**config.mk**
```make
export PLATFORM = sky130hd
export DESIGN_NAME = keypad_scanner
export DESIGN_NICKNAME = d
export VERILOG_FILES = /design/src/rtl/keypad_pkg.sv /design/src/rtl/scan_tick_gen.sv /design/src/rtl/keypad_scanner.sv
export SDC_FILE = /design/constraint.sdc
export NUM_CORES = 1
export LEC_CHECK = 0
export ABC_CLOCK_PERIOD_IN_PS = 3600
export BUFFER_PORTS_ARGS = -buffer_cell sky130_fd_sc_hd__buf_2
export CELL_PAD_IN_SITES_DETAIL_PLACEMENT = 0
export CELL_PAD_IN_SITES_GLOBAL_PLACEMENT = 2
export CORE_MARGIN = 2
export CORE_UTILIZATION = 40
export DETAILED_ROUTE_END_ITERATION = 10
export PLACE_DENSITY_LB_ADDON = 0.25
export SYNTH_ARGS = -nofsm -noshare
export SYNTH_HDL_FRONTEND = slang
export SYNTH_SLANG_ARGS = --single-unit
```
**constraint.sdc**
```tcl
create_clock -name clk -period 3.6 [get_ports clk]
set_clock_uncertainty 0.2 [all_clocks]
set_input_delay 0.18 -clock clk [delete_from_list [all_inputs] [get_ports clk]]
set_output_delay 0.18 -clock clk [all_outputs]
set_load 0.03 [all_outputs]
```
**src/rtl/keypad_pkg.sv**
```systemverilog
// Shared types and constants for the 4x4 keypad scanner.
// Holds the FSM state type, column reset pattern and parameter defaults.
package keypad_pkg;

    typedef enum logic [1:0] {
        ST_SCAN,
        ST_DEBOUNCE,
        ST_HELD,
        ST_RELEASE
    } state_e;

    localparam logic [3:0] COL_RESET    = 4'b1110;
    localparam int         SCAN_DIV_DEF = 100000;
    localparam int         DEBOUNCE_DEF = 4;

    // Lowest-index active-low row wins when several rows are low.
    function automatic logic [1:0] low_row_idx(input logic [3:0] row_l);
        logic [1:0] idx;
        if (!row_l[0])      idx = 2'd0;
        else if (!row_l[1]) idx = 2'd1;
        else if (!row_l[2]) idx = 2'd2;
        else                idx = 2'd3;
        return idx;
    endfunction

endpackage

```
**src/rtl/scan_tick_gen.sv**
```systemverilog
// Free-running period counter; tick is high on the last cycle of each
// SCAN_DIV-cycle period. Ports: clk, rst_L (async active-low), tick.
module scan_tick_gen
    import keypad_pkg::*;
#(
    parameter int SCAN_DIV = SCAN_DIV_DEF
) (
    input  logic clk,
    input  logic rst_L,
    output logic tick
);

    localparam int            CW   = $clog2(SCAN_DIV);
    localparam logic [CW-1:0] LAST = CW'(SCAN_DIV - 1);

    logic [CW-1:0] cnt_q;
    logic [CW-1:0] cnt_d;

    always_comb begin
        cnt_d = (cnt_q == LAST) ? '0 : cnt_q + CW'(1);
    end

    always_ff @(posedge clk or negedge rst_L) begin
        if (!rst_L) cnt_q <= '0;
        else        cnt_q <= cnt_d;
    end

    assign tick = (cnt_q == LAST);

endmodule

```
**src/rtl/keypad_scanner.sv**
```systemverilog
// 4x4 keypad scanner: rotates column strobes, debounces press/release.
// Ports: clk, rst_L, row_L[3:0] in; col_L, key_code, key_valid, key_held out.
module keypad_scanner
    import keypad_pkg::*;
#(
    parameter int SCAN_DIV       = SCAN_DIV_DEF,
    parameter int DEBOUNCE_SCANS = DEBOUNCE_DEF
) (
    input  logic       clk,
    input  logic       rst_L,
    input  logic [3:0] row_L,
    output logic [3:0] col_L,
    output logic [3:0] key_code,
    output logic       key_valid,
    output logic       key_held
);

    localparam logic [3:0] N        = 4'(DEBOUNCE_SCANS);
    localparam bit         ONE_SCAN = (DEBOUNCE_SCANS == 1);

    logic       tick;
    logic [3:0] row_meta_q, row_sync_q;
    state_e     state_q, state_d;
    logic [3:0] col_l_q, col_l_d;
    logic [1:0] col_idx_q, col_idx_d;
    logic [1:0] cand_col_q, cand_col_d;
    logic [1:0] cand_row_q, cand_row_d;
    logic [3:0] cnt_q, cnt_d;
    logic [3:0] key_code_q, key_code_d;
    logic       key_valid_q, key_valid_d;
    logic       key_held_q, key_held_d;

    logic       row_hi;
    logic       any_low;
    logic [1:0] low_idx;
    logic [3:0] cnt_inc;
    logic [3:0] col_next;

    scan_tick_gen #(
        .SCAN_DIV(SCAN_DIV)
    ) u_tick (
        .clk  (clk),
        .rst_L(rst_L),
        .tick (tick)
    );

    assign row_hi   = row_sync_q[cand_row_q];
    assign any_low  = ~&row_sync_q;
    assign low_idx  = low_row_idx(row_sync_q);
    assign cnt_inc  = cnt_q + 4'd1;
    assign col_next = {col_l_q[2:0], col_l_q[3]};

    always_comb begin
        state_d     = state_q;
        col_l_d     = col_l_q;
        col_idx_d   = col_idx_q;
        cand_col_d  = cand_col_q;
        cand_row_d  = cand_row_q;
        cnt_d       = cnt_q;
        key_code_d  = key_code_q;
        key_valid_d = 1'b0;
        key_held_d  = key_held_q;

        unique case (state_q)
            ST_SCAN: begin
                if (tick && any_low) begin
                    cand_col_d = col_idx_q;
                    cand_row_d = low_idx;
                    cnt_d      = 4'd1;
                    if (ONE_SCAN) begin
                        key_code_d  = {col_idx_q, low_idx};
                        key_valid_d = 1'b1;
                        key_held_d  = 1'b1;
                        state_d     = ST_HELD;
                    end else begin
                        state_d = ST_DEBOUNCE;
                    end
                end else if (tick) begin
                    col_l_d   = col_next;
                    col_idx_d = col_idx_q + 2'd1;
                end
            end
            ST_DEBOUNCE: begin
                // Acceptance happens the cycle after the count completes;
                // a tick can never fall on that cycle since SCAN_DIV >= 4.
                if (cnt_q >= N) begin
                    key_code_d  = {cand_col_q, cand_row_q};
                    key_valid_d = 1'b1;
                    key_held_d  = 1'b1;
                    state_d     = ST_HELD;
                end else if (tick && row_hi) begin
                    state_d   = ST_SCAN;
                    col_l_d   = col_next;
                    col_idx_d = col_idx_q + 2'd1;
                end else if (tick) begin
                    cnt_d = cnt_inc;
                end
            end
            ST_HELD: begin
                if (tick && row_hi) begin
                    cnt_d = 4'd1;
                    if (ONE_SCAN) begin
                        key_held_d = 1'b0;
                        state_d    = ST_SCAN;
                        col_l_d    = col_next;
                        col_idx_d  = col_idx_q + 2'd1;
                    end else begin
                        state_d = ST_RELEASE;
                    end
                end
            end
            ST_RELEASE: begin
                if (tick && row_hi) begin
                    cnt_d = cnt_inc;
                    if (cnt_inc >= N) begin
                        key_held_d = 1'b0;
                        state_d    = ST_SCAN;
                        col_l_d    = col_next;
                        col_idx_d  = col_idx_q + 2'd1;
                    end
                end else if (tick) begin
                    state_d = ST_HELD;
                end
            end
            default: state_d = ST_SCAN;
        endcase
    end

    always_ff @(posedge clk or negedge rst_L) begin
        if (!rst_L) begin
            row_meta_q  <= 4'hF;
            row_sync_q  <= 4'hF;
            state_q     <= ST_SCAN;
            col_l_q     <= COL_RESET;
            col_idx_q   <= 2'd0;
            cand_col_q  <= 2'd0;
            cand_row_q  <= 2'd0;
            cnt_q       <= 4'd0;
            key_code_q  <= 4'd0;
            key_valid_q <= 1'b0;
            key_held_q  <= 1'b0;
        end else begin
            row_meta_q  <= row_L;
            row_sync_q  <= row_meta_q;
            state_q     <= state_d;
            col_l_q     <= col_l_d;
            col_idx_q   <= col_idx_d;
            cand_col_q  <= cand_col_d;
            cand_row_q  <= cand_row_d;
            cnt_q       <= cnt_d;
            key_code_q  <= key_code_d;
            key_valid_q <= key_valid_d;
            key_held_q  <= key_held_d;
        end
    end

    assign col_L     = col_l_q;
    assign key_code  = key_code_q;
    assign key_valid = key_valid_q;
    assign key_held  = key_held_q;

endmodule

```
==> summary.md <==
| Metric | Value |
|---|---|
| 1st-iter DRT viols | 73 |
| Cts bufs inserted | 5 |
| Seq cells post-synth | 47 |
| Die Wd | 76.36 um |
| Syn_area_per_cell | 11.38 um2 |
| DRC | 0 |
| Critical-path cell list | or4b_4 -> nor4_4 -> buf_4 -> a211oi_1 -> a21oi_2 -> nand2_2 -> mux2_4 |
| Row Count | 26 |
| Worst hold path class | reg -> reg |
| Syn-to-layout area delta | 13.80% |
| Final net count | 215 |
| Setup TNS | 0 ps |
| I/O pin count | 16 |
| Final WS setup | 1025 ps |
| DRT antenna net count | 0 |
| Initial core utilization | 0.4127 |
| Via/cell ratio | 4.957 |
| Slew Viols, Final | 0 |
| Clock Tree Buf Depth | 2 |
| CTS Root Cell | clkbuf_8 |
| Clock sinks | 47 |
| Worst-Skew Late Latency | 300 ps |
| Clk pin slew, worst setup/hold paths | 80 ps |
| Run status | finished, final reports clean |
| Crit Path Class | reg -> reg |
| Fraction of layout cells with a size suffix above 1 | 0.2548 |
| Number of I/O port buffers | 15 |
| Ys async rst share | 1.000 |
| Core Area | 5075 um2 |
| Synth warn | 0 |
| Die Height | 76.36 um |
| DR WL/cell | 13.40 um |
| Mapped Area | 2095 um2 |
| Sequential cell area fraction in the yosys report | 0.5681 |
| Dpl ws | 1044 ps |
| Slew margin rel. | 0.3371 |
| DPL Wire Length | 2684 um |
| Pwr Density | 363.7 nW/um2 |
| Cell variety after synth | 40 |
| Max Cap Violations | 0 |
| # setup viols final | 0 |
| Diodes inserted | 0 |
| Slowest stage delay, CP | 590 ps |
| Slowest-stage cell, CP | or4b_4 |
| Period minus WS final | 2575 ps |
| Gr usage total | 0.1405 |
| Syn Inst Count | 184 |
| Main synth FF type | dfrtp_1 |
| Congestion Overflow GR | 0 |
| Critical Path Fanout Max | 14 |
| CTS tree | done |
| Vias | 1378 |
| Post-route clock period utilization | 0.7153 |
| Vias in the first global route | 1379 |
| Peak Freq | 388.3 MHz |
| Global-route wire length before repair | 6520 um |
| Syn Nets | 192 |
| Peak VDD IR | 0.1979 mV |
| Slew @ Worst Pin | 994.4 ps |
| Worst Setup End Kind | register |
| Number of antenna violations at the first check in global routing | 0 |
| LEAKAGE | 0.001047 uW |
| Critical Path AT | 2560 ps |
| Largest net degree at the start of global routing | 48 |
| Postcts setup bufs | 0 |
| Endpoints failing hold | 0 |
| Routability cong. | 0.7761 |
| CP Launch Type | register |
| Number of flops mapped to enable cells by yosys | 0 |
| DIE AREA | 5831 um2 |
| CP required | 3580 ps |
| H-Tree Depth | 2 |
| 1st-pass router iterations | 4 |
| RSZ-0062 raised after global routing | no |
| Post-route core utilization | 0.4697 |
| Final WL | 3725 um |
[layout by cell type, fill, tap and decap left out, drive strengths merged, types with 2 or more instances in the layout]
master and instances:
dfrtp 36, nand2 22, nor2 21, buf 16
nand3 14, xnor2 13, dfstp 11, mux2 11
o21ai 6, clkbuf 5, dlygate4sd3 5, a21oi 5
inv 4, nand4 4, xor2 4, nor2b 3
or4b 3, nor3 2, a211oi 2, ha 2
clkinvlp 2, nor4 2
[cell usage after synthesis (all sizes together) (2+ instances only)]
master,instances,area (um2)
nor2b,3,18.77
dfstp,11,289.0
nand3,14,70.07
or4b,3,33.78
inv,4,15.01
o21ai,6,30.03
a21oi,5,28.78
xor2,4,35.03
mux2,11,146.4
nand2,22,87.58
clkbuf,4,15.01
nand4,4,25.02
a211oi,2,15.01
ha,2,25.02
nor4,2,27.53
dfrtp,36,900.9
nor3,2,10.01
nor2,21,81.33
xnor2,13,113.9
[layer usage]
metal | wire length (um) | global-route usage | vias up
met1 | 1829 | 0.1950 | 671
met2 | 1727 | 0.2159 | 21
met5 | 0 | 0 | -
met4 | 46 | 0.04545 | 0
met3 | 122 | 0.03673 | 4
li1 | - | - | 682
[stage by stage]
stage          total power, uW  instances  instance area (um2)  hold WS [ps]
2_1_floorplan            551.0        184                 2095        -315.6
3_3_place_gp             564.4        265                 2245         85.90
3_5_place_dp             565.3        265                 2245         86.15
4_1_cts                  884.8        278                 2384         160.2
5_1_grt                  913.0        278                 2384         162.9
6_report                 867.0        278                 2384         158.4
[power breakdown]
group	switching (uW)	internal (uW)	leakage, uW
sequential	2.73	536	0.000604
combinational	12.5	7.08	0.000403
clock	174	135	0.0000402
[what timing repair did]
action / 4_1_cts / 5_1_grt
hold endpoints to repair: 40 / 0
resized for setup: 0 / 0
hold buffers: 5 / 0
[final timing paths]
| path | startpoint | endpoint | slack, ps | cells after the start |
|---|---|---|---|---|
| setup reg to reg | u_tick.cnt_q[11] | col_L[0] | 1020 | 7 |
| hold reg to reg | row_meta_q[3] | row_sync_q[3] | 160 | 0 |
| setup / recovery | u_tick.cnt_q[11] | col_L[0] | 1020 | 7 |
| hold / removal | row_meta_q[3] | row_sync_q[3] | 160 | 0 |
| max in group asynchronous | rst_L | u_tick.cnt_q[10] | 2190 | 2 |
| min in group asynchronous | rst_L | cnt_q[2] | 380 | 2 |
[worst max-delay path: cells and delay by family, from the launching register on]
family          cells  cell delay (ps)
compound gates      2              270
flops               1              430
simple gates        3             1000
mux                 1              320
buf+inv             1              240
[flip-flops by register name (all words and copies together), names as in the netlist]
signal	count
row_sync_q	4
state_q	2
cand_col_q	2
cnt_q	4
row_meta_q	4
cand_row_q	2
key_valid	1
key_code	4
col_L	4
u_tick.cnt_q	17
key_held	1
col_idx_q	2
[kinds of logic after synthesis]
family / after synthesis / share of synthesized area
simple gates: 79 / 0.1971
mux: 12 / 0.08064
compound gates: 18 / 0.05437
flops: 47 / 0.5681
xor+xnor: 17 / 0.07109
buf+inv: 9 / 0.01672
fa+ha+maj: 2 / 0.01195
[layout make-up]
type,count,area (um2)
inverters,4,15.01
well taps,70,87.58
clock inverters,3,20.02
clock buffers,5,68.82
flip-flops and latches,47,1190
multi-input cells,128,869.6
repair buffers,21,132.6
fillers,476,2691
Power figures use the tool's default switching activity.
